`src/rtl/servo_pulse_decoder.sv`:
```
// servo_pulse_decoder
//   Measures the high time of an incoming RC servo pulse and recovers the
//   8-bit position byte d = min(255, round((max(W, OFFSET) - OFFSET) / STEP)).
//   Pulses outside [MIN_WIDTH, MAX_WIDTH] are rejected. A level flag reports
//   loss of signal when no rising edge has been seen for TIMEOUT cycles.
//
// Ports
//   clk           in   system clock
//   rst           in   asynchronous, active-high reset
//   RCServo_pulse in   servo pulse, asynchronous to clk
//   pos_data      out  [7:0] last decoded position, held between updates
//   pos_valid     out  one-cycle strobe when pos_data updates
//   pulse_err     out  one-cycle strobe when a measured pulse is rejected
//   signal_lost   out  no rising edge for TIMEOUT cycles; cleared by pos_valid
module servo_pulse_decoder #(
    parameter int unsigned OFFSET    = 25000,
    parameter int unsigned STEP      = 320,
    parameter int unsigned MIN_WIDTH = 20000,
    parameter int unsigned MAX_WIDTH = 120000,
    parameter int unsigned TIMEOUT   = 1600000,
    parameter int unsigned CNT_W     = 17
) (
    input  logic       clk,
    input  logic       rst,
    input  logic       RCServo_pulse,
    output logic [7:0] pos_data,
    output logic       pos_valid,
    output logic       pulse_err,
    output logic       signal_lost
);

    localparam int unsigned R_W  = CNT_W + 1;
    localparam int unsigned TO_W = $clog2(TIMEOUT + 1);

    localparam logic [R_W-1:0]   OFF_R  = R_W'(OFFSET);
    localparam logic [R_W-1:0]   STEP_R = R_W'(STEP);
    localparam logic [R_W-1:0]   HALF_R = R_W'(STEP / 2);
    localparam logic [CNT_W-1:0] MIN_W  = CNT_W'(MIN_WIDTH);
    localparam logic [CNT_W-1:0] MAX_W  = CNT_W'(MAX_WIDTH);
    localparam logic [TO_W-1:0]  TO_MAX = TO_W'(TIMEOUT);

    typedef enum logic [1:0] {
        ARM,
        WAIT_RISE,
        MEASURE,
        DIVIDE
    } state_t;

    state_t           state_q, state_d;
    logic             sync1_q, sync2_q, sdel_q;
    logic [CNT_W-1:0] wcnt_q, wcnt_d;
    logic [TO_W-1:0]  tocnt_q, tocnt_d;
    logic [R_W-1:0]   rem_q, rem_d;
    logic [7:0]       quo_q, quo_d;
    logic [7:0]       data_q, data_d;
    logic             valid_q, valid_d;
    logic             err_q, err_d;
    logic             lost_q, lost_d;

    logic rise, fall, range_ok, div_step;

    assign rise     = sync2_q & ~sdel_q;
    assign fall     = ~sync2_q & sdel_q;
    assign range_ok = (wcnt_q >= MIN_W) && (wcnt_q <= MAX_W);
    assign div_step = (rem_q >= STEP_R) && (quo_q != 8'hFF);

    // Synchronizer and delay flop reset to "high": a pulse already high when
    // reset releases then never shows a rise, so ARM waits for a real low.
    always_ff @(posedge clk or posedge rst) begin
        if (rst) begin
            sync1_q <= 1'b1;
            sync2_q <= 1'b1;
            sdel_q  <= 1'b1;
        end else begin
            sync1_q <= RCServo_pulse;
            sync2_q <= sync1_q;
            sdel_q  <= sync2_q;
        end
    end

    // Width counter loads 1 on rise so that the rise cycle itself is counted
    // and the value seen at fall is the full high-cycle count.
    always_comb begin
        wcnt_d = wcnt_q;
        if (rise)
            wcnt_d = CNT_W'(1);
        else if (sync2_q && (wcnt_q != '1))
            wcnt_d = wcnt_q + CNT_W'(1);

        tocnt_d = tocnt_q;
        if (rise)
            tocnt_d = '0;
        else if (tocnt_q != TO_MAX)
            tocnt_d = tocnt_q + TO_W'(1);
    end

    // State register
    always_ff @(posedge clk or posedge rst) begin
        if (rst)
            state_q <= ARM;
        else
            state_q <= state_d;
    end

    // Next-state logic
    always_comb begin
        state_d = state_q;
        unique case (state_q)
            ARM:       if (!sync2_q) state_d = WAIT_RISE;
            WAIT_RISE: if (rise)     state_d = MEASURE;
            MEASURE:   if (fall)     state_d = range_ok ? DIVIDE : WAIT_RISE;
            DIVIDE:    if (!div_step) state_d = WAIT_RISE;
            default:   state_d = ARM;
        endcase
    end

    // Output / datapath next values
    always_comb begin
        rem_d   = rem_q;
        quo_d   = quo_q;
        data_d  = data_q;
        valid_d = 1'b0;
        err_d   = 1'b0;
        unique case (state_q)
            MEASURE: begin
                if (fall) begin
                    if (!range_ok) begin
                        err_d = 1'b1;
                    end else begin
                        quo_d = '0;
                        if ({1'b0, wcnt_q} <= OFF_R)
                            rem_d = HALF_R;
                        else
                            rem_d = {1'b0, wcnt_q} - OFF_R + HALF_R;
                    end
                end
            end
            DIVIDE: begin
                if (div_step) begin
                    rem_d = rem_q - STEP_R;
                    quo_d = quo_q + 8'd1;
                end else begin
                    data_d  = quo_q;
                    valid_d = 1'b1;
                end
            end
            default: ;
        endcase

        // A successful decode clears loss-of-signal; rejected pulses do not.
        lost_d = lost_q;
        if (valid_d)
            lost_d = 1'b0;
        else if (tocnt_d == TO_MAX)
            lost_d = 1'b1;
    end

    always_ff @(posedge clk or posedge rst) begin
        if (rst) begin
            wcnt_q  <= '0;
            tocnt_q <= '0;
            rem_q   <= '0;
            quo_q   <= '0;
            data_q  <= '0;
            valid_q <= 1'b0;
            err_q   <= 1'b0;
            lost_q  <= 1'b0;
        end else begin
            wcnt_q  <= wcnt_d;
            tocnt_q <= tocnt_d;
            rem_q   <= rem_d;
            quo_q   <= quo_d;
            data_q  <= data_d;
            valid_q <= valid_d;
            err_q   <= err_d;
            lost_q  <= lost_d;
        end
    end

    assign pos_data    = data_q;
    assign pos_valid   = valid_q;
    assign pulse_err   = err_q;
    assign signal_lost = lost_q;

endmodule

```
`config.mk`:
```
export PLATFORM = sky130hd
export DESIGN_NAME = servo_pulse_decoder
export DESIGN_NICKNAME = d
export VERILOG_FILES = /design/src/rtl/servo_pulse_decoder.sv
export SDC_FILE = /design/constraint.sdc
export NUM_CORES = 1
export LEC_CHECK = 0
export CAP_MARGIN = 20
export CORE_AREA = 5 5 125 127
export CTS_BUF_LIST = sky130_fd_sc_hd__clkbuf_4 sky130_fd_sc_hd__clkbuf_8
export CTS_CLUSTER_SIZE = 25
export DETAILED_ROUTE_END_ITERATION = 7
export DIE_AREA = 0 0 130 132
export SETUP_SLACK_MARGIN = 0.4
export SLEW_MARGIN = 0
export SYNTH_ARGS = -nofsm -noshare
export SYNTH_HDL_FRONTEND = slang
export SYNTH_SLANG_ARGS = --single-unit
```
`constraint.sdc`:
```
create_clock -name clk -period 4.5 [get_ports clk]
set_input_delay 0.45 -clock clk [delete_from_list [all_inputs] [get_ports clk]]
set_output_delay 0.45 -clock clk [all_outputs]
set_load 0.01 [all_outputs]
```
==> run summary <==
CP max FO: 20
Register area share after synthesis: 40.7%
DIE HEIGHT: 132 um
Pin count of the biggest net entering global routing: 53
Initial drt markers: 278
Area grow syn2layout: 9.12%
Area of the core: 0.0143 sq mm
Clk root buf: clkbuf_8
Global-route wire length before repair: 18,900 um
Synth Area per Inst: 9.12 sq um
Post-Synth XOR/XNOR Area: 6.04%
PostCTS Resize Cnt: 0
Total negative slack: 0 ps
Post-Syn Area: 0.00493 sq mm
Most common cell after layout, fill and taps aside: dfrtp_1
Startpoint Class: flip-flop
Pre-antenna DRT Iters: 5
Design area: 0.00538 sq mm
# hold bufs at CTS: 0
Largest family of logic cells by synthesized area: simple AND/OR/NAND/NOR gates
Simple-gate share of the synthesized area: 22.3%
Layout Nets: 553
Mux share of post-synthesis cell area: 4.57%
Syn Nets: 559
Fin util: 37.6%
Fin worst setup slack: 1280 ps
Crit path required time: 4760 ps
WL per Instance: 15.5 um
Worst R2R End: rem_q[11]
Initial antenna violation count: 0
Max Slew Vio Count: 0
Critical Path Start: wcnt_q[0]
Initial Util: 34.4%
Arr. time, crit path: 3470 ps
Total wire length: 11,200 um
Pwr Density: 403 mW/mm^2
DP Area: 0.00517 sq mm
Vias in the first global route: 3,852
Prevailing post-synth register cell: dfrtp_1
EDFF count, synth: 0
Crit path to: rem_q[11]
Status: finished clean
Leak: 2.25 nW
Clk slew on worst S/H paths: 90 ps
Synth Register Bits: 80
Ant diodes: 0
Fill cells: 1,435
Cells after synthesis: 540
Post-DR vias/cell: 5.52
Overall Power: 2.16 mW
DR vias: 3,992
RR Startpoint: wcnt_q[0]
Total gr overflow: 0
Die area: 0.0172 sq mm
Synth unique cells: 74
Setup crit end kind: flip-flop
Complex-gate fraction of the synthesized area: 17.1%
MaxCap Viol Count: 0
Max Fclk: 311 MHz
Place WS: 1320 ps
Final setup viols: 0
Worst slew margin: 38.1%
Gpl congestion: 0.882
Drc violations: 0
Clk sinks: 80
Port bufs: 13
Hold Crit Class: reg -> reg
# IOs: 14
Post-CTS setup buffers: 0
Commonest non-fill, non-tap cells in the layout: dfrtp_1 (77), nor2_1 (57), nand2_1 (46)
Synth async-reset ratio: 100%
Worst R2R Path Depth: 8
Critical path class: reg -> reg
# rows: 44
Period utilization: 71.5%
Layout cells sized above 1: 10.0%
Worst skew pair latency: 360 ps
Detail Route Antenna Nets: 0
Inserted Clock Buffers: 9
Synth Area in Adders: 4.27%
Fin crit period: 3220 ps
RSZ-0062 raised after global routing: no
YS warnings: 0
Clock buffer depth: 2
Final HPWL DP: 8030 um
R2r setup slk: 1280 ps
Die width: 130 um
Worst-Margin Slew: 929 ps
Clock skew: 11.4 ps
Number of H-tree levels: 3
Global Route Usage Sum: 13.4%
CTS tree: done
VDD IR max: 0.000160 V
Final-report hold violation count: 0
[per-stage QoR]
stage | hold slack, ps | instances
after floorplan | 345 | 540
final | 366 | 723
after global placement | 347 | 707
after global routing | 382 | 723
after CTS | 373 | 723
after detailed placement | 348 | 707
[how the worst min path moves through the flow]
stage / from / endpoint / cells after the start
6_report: sync1_q / sync2_q / 0
3_3_place_gp: sync1_q / sync2_q / 0
4_1_cts: sync1_q / sync2_q / 0
3_5_place_dp: sync1_q / sync2_q / 0
2_1_floorplan: sync1_q / sync2_q / 0
5_1_grt: sync1_q / sync2_q / 0
[cell usage after synthesis (4+ instances only)]
cell type	number	area, sq um
a22o_1	5	43.8
mux2i_1	9	90.1
dfrtp_1	77	1930
xor2_1	7	61.3
xnor2_1	27	236
nand4_1	12	75.1
or3_1	8	50.1
buf_2	6	30.0
o22ai_1	5	31.3
nand2b_1	10	62.6
o211ai_1	4	30.0
and4_1	5	43.8
nor4_1	7	43.8
nor3_1	12	60.1
nand2_1	46	173
and3_1	7	43.8
inv_1	27	101
ha_1	16	200
mux2_2	12	135
a31oi_1	5	31.3
o21ai_0	27	135
clkbuf_1	23	86.3
a21oi_1	22	110
nand3_1	20	100
nor2_1	57	214
or2_2	4	25.0
[layout make-up]
type	count	area, sq um	share of cell area [%]
clock buffer	11	145	2.70
sequential	80	2010	37.3
clock inverter	5	63.8	1.19
inverter	28	106	1.98
tap	184	230	4.28
timing repair buffer	15	145	2.70
multi-input combinational	400	2680	49.8
[state kept, by name (all words and copies together) (netlist names)]
name / cells
pos_data: 8
quo_q: 8
sync2_q: 1
state_q: 2
wcnt_q: 17
tocnt_q: 21
rem_q: 18
pos_valid: 1
sdel_q: 1
signal_lost: 1
sync1_q: 1
pulse_err: 1
[logic make-up after synthesis]
| kind of cell | Yosys count |
|---|---|
| flip-flops | 80 |
| AND/OR/NAND/NOR | 212 |
| AO/OA/AOI/OAI | 116 |
| adder cells (fa/ha/maj) | 17 |
| XOR/XNOR | 34 |
| multiplexers | 21 |
| buffers and inverters | 60 |
[layer usage]
metal	up-vias	wire length (um)	GRT usage, %
met5	-	0	0
met4	0	236	5.31
met3	23	435	2.51
met2	94	5030	19.8
met1	1946	5530	19.3
li1	1929	-	-
[report_power, final]
group	internal (mW)	total (mW)	leakage, nW	switching [mW]
registers	0.802	0.904	1.08	0.101
logic	0.290	0.695	1.06	0.404
clock network	0.283	0.566	0.104	0.283
[worst max-delay path, cell delays in order, from the launching register on]
cell and delay (ps):
dfrtp_1 420, inv_1 100, ha_1 160, or4b_1 430
o31a_1 320, a2111o_1 490, a22oi_2 740, o21ai_1 170
a22o_1 280
(Power assumes the default switching activity.)
==> variant 1: new RTL, same flow settings <==
`data_q` no longer has a reset.
--- a/src/rtl/servo_pulse_decoder.sv
+++ b/src/rtl/servo_pulse_decoder.sv
@@ -162,5 +162,4 @@
             rem_q   <= '0;
             quo_q   <= '0;
-            data_q  <= '0;
             valid_q <= 1'b0;
             err_q   <= 1'b0;
@@ -171,9 +170,12 @@
             rem_q   <= rem_d;
             quo_q   <= quo_d;
-            data_q  <= data_d;
             valid_q <= valid_d;
             err_q   <= err_d;
             lost_q  <= lost_d;
         end
+    end
+
+    always_ff @(posedge clk) begin
+        data_q <= data_d;
     end
 
Formal check against the unedited RTL: no difference found for any inputs over 10 cycles, from zero or initial values and one cycle with rst high; that may be too few to reach the edited logic, so the function may still have changed.
==> variant 1 against the unedited design <==
- clock skew increased by 0.0020 ns
- design area fell by 6.3%
- sequential cell count is the same
- clock power decreased by 3.9%
- area after synthesis is 7.6% lower
- critical endpoint is now wcnt_q[13]
- routed wire length shrank 12%
- hold slack got worse by 0.0073 ns
- cell count shrank 6.2%
- largest cell class unchanged
- combinational power fell by 27%
- sequential share of layout area rose by 3.3 points
- worst setup slack improved by 0.22 ns
- power shrank 8.6%
- critical path depth grew 4
==> variant 1: results (changes against the unedited design) <==
<table>
<tr><th>Metric</th><th>Value</th></tr>
<tr><th colspan="2">Placement</th></tr>
<tr><td>HPWL after DPL</td><td>7100 µm (was 8030 µm)</td></tr>
<tr><td>Total placed cells including tap cells</td><td>662 (was 707)</td></tr>
<tr><td>Weighted congestion at the end of routability-driven global placement</td><td>0.833 (was 0.882)</td></tr>
<tr><td>Post-Place Worst Slack</td><td>1.57 ns (was 1.32 ns)</td></tr>
<tr><th colspan="2">STA</th></tr>
<tr><td>Maximum clock frequency</td><td>0.334 GHz (was 0.311 GHz)</td></tr>
<tr><td>Worst Skew</td><td>0.0134 ns (was 0.0114 ns)</td></tr>
<tr><td>Slew of the pin with the lowest slew margin</td><td>0.901 ns (was 0.929 ns)</td></tr>
<tr><th colspan="2">Synthesis</th></tr>
<tr><td>Average instance area after synthesis</td><td>9.41 µm² (was 9.12 µm²)</td></tr>
<tr><td>Async set or reset register ratio after synthesis</td><td>90.0% (was 100%)</td></tr>
<tr><td>Most used standard cells in the synthesized netlist</td><td>69 x dfrtp_1, 53 x nor2_1, 49 x nand2_1, 25 x xor2_1, 22 x xnor2_1 (was 77 x dfrtp_1, 57 x nor2_1, 46 x nand2_1)</td></tr>
<tr><td>Mapped Nets</td><td>503 (was 559)</td></tr>
<tr><td>Synth area leaders</td><td>dfrtp_1 38%, edfxtp_1 5.3%, xor2_1 4.8% (was dfrtp_1 39%, xnor2_1 4.8%, nor2_1 4.3%)</td></tr>
<tr><td>Distinct cells, synth</td><td>65 (was 74)</td></tr>
<tr><td>Sequential area share after synthesis</td><td>44.9% (was 40.7%)</td></tr>
<tr><th colspan="2">Setup path</th></tr>
<tr><td>Termination of the worst setup path</td><td>wcnt_q[13] (was rem_q[11])</td></tr>
<tr><td>Crit-path max FO</td><td>8 (was 20)</td></tr>
<tr><td>Register-to-register setup slack</td><td>1.51 ns (was 1.28 ns)</td></tr>
<tr><td>Data arrival, critical path</td><td>3.28 ns (was 3.47 ns)</td></tr>
<tr><th colspan="2">Run status</th></tr>
<tr><td>Outcome</td><td>finished clean (unchanged)</td></tr>
<tr><th colspan="2">Global route</th></tr>
<tr><td>Largest net degree at the start of global routing</td><td>44 (was 53)</td></tr>
<tr><td>GRT Overall Usage</td><td>12.1% (was 13.4%)</td></tr>
<tr><th colspan="2">Detailed routing</th></tr>
<tr><td>Final wirelength</td><td>9880 µm (was 11200 µm)</td></tr>
<tr><td>Detail-routed via count per cell</td><td>5.16 (was 5.52)</td></tr>
<tr><td>Number of DRC markers after the initial detailed-route iteration</td><td>217 (was 278)</td></tr>
<tr><th colspan="2">Pwr</th></tr>
<tr><td>Leakage power</td><td>2.14 nW (was 2.25 nW)</td></tr>
<tr><th colspan="2">Final layout</th></tr>
<tr><td>Fraction of final layout cells with drive strength greater than 1</td><td>7.69% (was 10.0%)</td></tr>
</table>
variant 1: cell types whose count changed after synthesis, sizes merged, moves of 5 or more:
cell    unedited run  this run
and2               0         5
buf                9        16
clkbuf            23         6
dfrtp             77        69
edfxtp             0         8
inv               27        22
mux2              12         0
nand2b            10         3
o21ai             29        22
xnor2             27        22
xor2               7        25
variant 1: stage by stage:
stage / power [mW] / cell area (µm²)
6_report: 1.98 / 5040
4_1_cts: 2.00 / 5040
2_1_floorplan: 1.32 / 4550
5_1_grt: 2.12 / 5040
3_3_place_gp: 1.44 / 4840
3_5_place_dp: 1.45 / 4840
variant 1: power by group:
group / switching, mW / internal, mW / total, mW
Combinational: 0.301 / 0.207 / 0.509
Sequential: 0.110 / 0.816 / 0.926
Clock: 0.282 / 0.262 / 0.544
Total: 0.693 / 1.29 / 1.98
variant 1: layer usage:
metal | vias to the layer above | track usage [%] | wire (µm)
li1 | 1723 | - | -
met1 | 1701 | 16.7 | 4740
met2 | 60 | 18.7 | 4600
met3 | 17 | 2.11 | 347
met4 | 0 | 4.97 | 184
met5 | - | 0 | 0
variant 1: cell families after synthesis:
logic type | Yosys count | share of synthesized area (%)
adders and majority gates | 16 | 4.40
and+or+nand+nor | 204 | 23.6
muxes | 5 | 1.10
AOI/OAI and AO/OA | 88 | 12.9
xor gates and xnor gates | 47 | 9.04
DFF | 80 | 44.9
buffers and inverters | 44 | 4.04
variant 1: critical path: cells and delay by family, from the launching register on:
kind	cells	cell delay (ns)
and+or+nand+nor	9	1.90
adders and majority gates	2	0.45
AOI/OAI and AO/OA	1	0.14
DFF	1	0.43
variant 1: final cells by class:
class | count | area, µm²
well taps | 184 | 230
multi-input cells | 360 | 2330
inverters | 22 | 82.6
repair buffers | 16 | 153
clock inverters | 7 | 77.6
flip-flops and latches | 80 | 2050
fillers | 1460 | 9270
clock buffers | 9 | 124
variant 1: how the worst min path moves through the flow:
stage / start / to / cells after the start
3_3_place_gp: sync1_q / sync2_q / 0
5_1_grt: sync1_q / sync2_q / 0
6_report: sync1_q / sync2_q / 0
2_1_floorplan: sync1_q / sync2_q / 0
3_5_place_dp: sync1_q / sync2_q / 0
4_1_cts: sync1_q / sync2_q / 0
==> variant 2: new RTL, same flow settings <==
Without the edit above. `CNT_W`: 17 -> 34.
--- a/src/rtl/servo_pulse_decoder.sv
+++ b/src/rtl/servo_pulse_decoder.sv
@@ -19,5 +19,5 @@
     parameter int unsigned MAX_WIDTH = 120000,
     parameter int unsigned TIMEOUT   = 1600000,
-    parameter int unsigned CNT_W     = 17
+    parameter int unsigned CNT_W     = 34
 ) (
     input  logic       clk,
Formal check against the unedited RTL: no difference found for any inputs over 10 cycles, from zero or initial values and one cycle with rst high; that may be too few to reach the edited logic, so the function may still have changed.
==> variant 2 against the unedited design <==
- design area rose by 41%
- routed wire length up 46%
- non-clock buffer count grew 9
- power up 55%
- die area stayed put
- area after synthesis rose by 41%
- critical path depth down 1
- sequential cell count is 34 higher
- worst setup slack got worse by 0.11 ns
- clock skew grew 0.0013 ns
- hold slack got worse by 0.0084 ns
- via count rose by 46%
- critical path type unchanged
==> variant 2: results (changes against the unedited design) <==
<table>
<tr><th>Metric</th><th>Value</th></tr>
<tr><th colspan="2">Clock network</th></tr>
<tr><td>Clock latency at the later pin of the worst-skew pair</td><td>0.45 ns (was 0.36 ns)</td></tr>
<tr><td>CTS H-Tree Depth</td><td>4 (was 3)</td></tr>
<tr><td>Clock buffers created by TritonCTS</td><td>17 (was 9)</td></tr>
<tr><th colspan="2">Setup path</th></tr>
<tr><td>Data arrival, critical path</td><td>3.67 ns (was 3.47 ns)</td></tr>
<tr><td>Crit-path max FO</td><td>19 (was 20)</td></tr>
<tr><td>Critical-path cell with the highest stage delay</td><td>o21a_1 (was a22oi_2)</td></tr>
<tr><td>Largest delay contributor family on the critical path</td><td>simple AND/OR/NAND/NOR gates (was compound AO/OA/AOI/OAI gates)</td></tr>
<tr><th colspan="2">Pwr</th></tr>
<tr><td>Leakage power</td><td>3.38 nW (was 2.25 nW)</td></tr>
<tr><td>Worst IR drop on VDD</td><td>222 µV (was 160 µV)</td></tr>
<tr><td>P_sw</td><td>1.25 mW (was 0.789 mW)</td></tr>
<tr><th colspan="2">Placement</th></tr>
<tr><td>Weighted congestion at the end of routability-driven global placement</td><td>0.870 (was 0.882)</td></tr>
<tr><td>Post-Place Worst Slack</td><td>1.18 ns (was 1.32 ns)</td></tr>
<tr><th colspan="2">Final layout</th></tr>
<tr><td>Fill cell total of the finished layout</td><td>1359 (was 1435)</td></tr>
<tr><td>Fraction of final layout cells with drive strength greater than 1</td><td>9.99% (was 10.0%)</td></tr>
<tr><td>Net count of the finished layout</td><td>797 (was 553)</td></tr>
<tr><th colspan="2">Synthesis</th></tr>
<tr><td>Distinct cells, synth</td><td>77 (was 74)</td></tr>
<tr><td>Sequential area share after synthesis</td><td>41.1% (was 40.7%)</td></tr>
<tr><td>Average instance area after synthesis</td><td>8.89 µm² (was 9.12 µm²)</td></tr>
<tr><th colspan="2">STA</th></tr>
<tr><td>Relative max-transition margin</td><td>39.2% (was 38.1%)</td></tr>
<tr><td>Worst Skew</td><td>0.0127 ns (was 0.0114 ns)</td></tr>
<tr><th colspan="2">Detailed routing</th></tr>
<tr><td>Final wirelength</td><td>16400 µm (was 11200 µm)</td></tr>
<tr><td>Number of DRC markers after the initial detailed-route iteration</td><td>486 (was 278)</td></tr>
<tr><td>Iteration count of the initial detailed-routing pass</td><td>6 (was 5)</td></tr>
<tr><th colspan="2">Run status</th></tr>
<tr><td>Outcome</td><td>finished clean (unchanged)</td></tr>
<tr><th colspan="2">Global route</th></tr>
<tr><td>Largest net degree at the start of global routing</td><td>68 (was 53)</td></tr>
</table>
-- variant 2: metal layers --
layer,GRT usage (%),share of wire (%),up-vias
met2,29.8,46,139
met1,29.2,48,2868
met4,6.47,1.7,0
li1,-,-,2813
met3,4.86,4.2,24
met5,0,0,-
-- variant 2: kinds of logic (layout without fill, tap and decap cells) --
family	count (synthesis)	in the layout	synth area share (%)
simple gates	334	334	25.3
compound gates	169	169	16.4
flops	114	114	41.1
buf+inv	74	83	4.46
xor+xnor	63	63	7.93
fa+ha+maj	16	16	2.88
mux	12	12	1.89
-- variant 2: final timing paths --
| path | cells after the start | to | slack (ns) | startpoint |
|---|---|---|---|---|
| worst max-delay path | 7 | rem_q[32] | 1.17 | wcnt_q[27] |
| worst min-delay path | 0 | sync2_q | 0.36 | sync1_q |
| worst max register to register | 7 | rem_q[32] | 1.17 | wcnt_q[27] |
| worst min register to register | 0 | sync2_q | 0.36 | sync1_q |
| max in group asynchronous | 3 | sync1_q | 3.05 | rst |
| min in group asynchronous | 2 | quo_q[1] | 0.52 | rst |
-- variant 2: power by group through the flow --
stage	Combinational (mW)	Sequential (mW)	Clock, mW
finish	1.07	1.30	0.973
global route	1.21	1.32	1.04
CTS	1.06	1.30	0.996
detailed placement	1.06	1.32	0
global placement	1.04	1.31	0
floorplan	0.835	1.26	0
-- variant 2: final cells by class --
type | instances | area [µm²] | share of cell area (%)
inverter | 27 | 104 | 1.37
clock inverter | 9 | 105 | 1.38
sequential | 114 | 2860 | 37.6
tap | 184 | 230 | 3.03
clock buffer | 23 | 298 | 3.92
multi-input combinational | 594 | 3800 | 49.9
timing repair buffer | 24 | 213 | 2.80
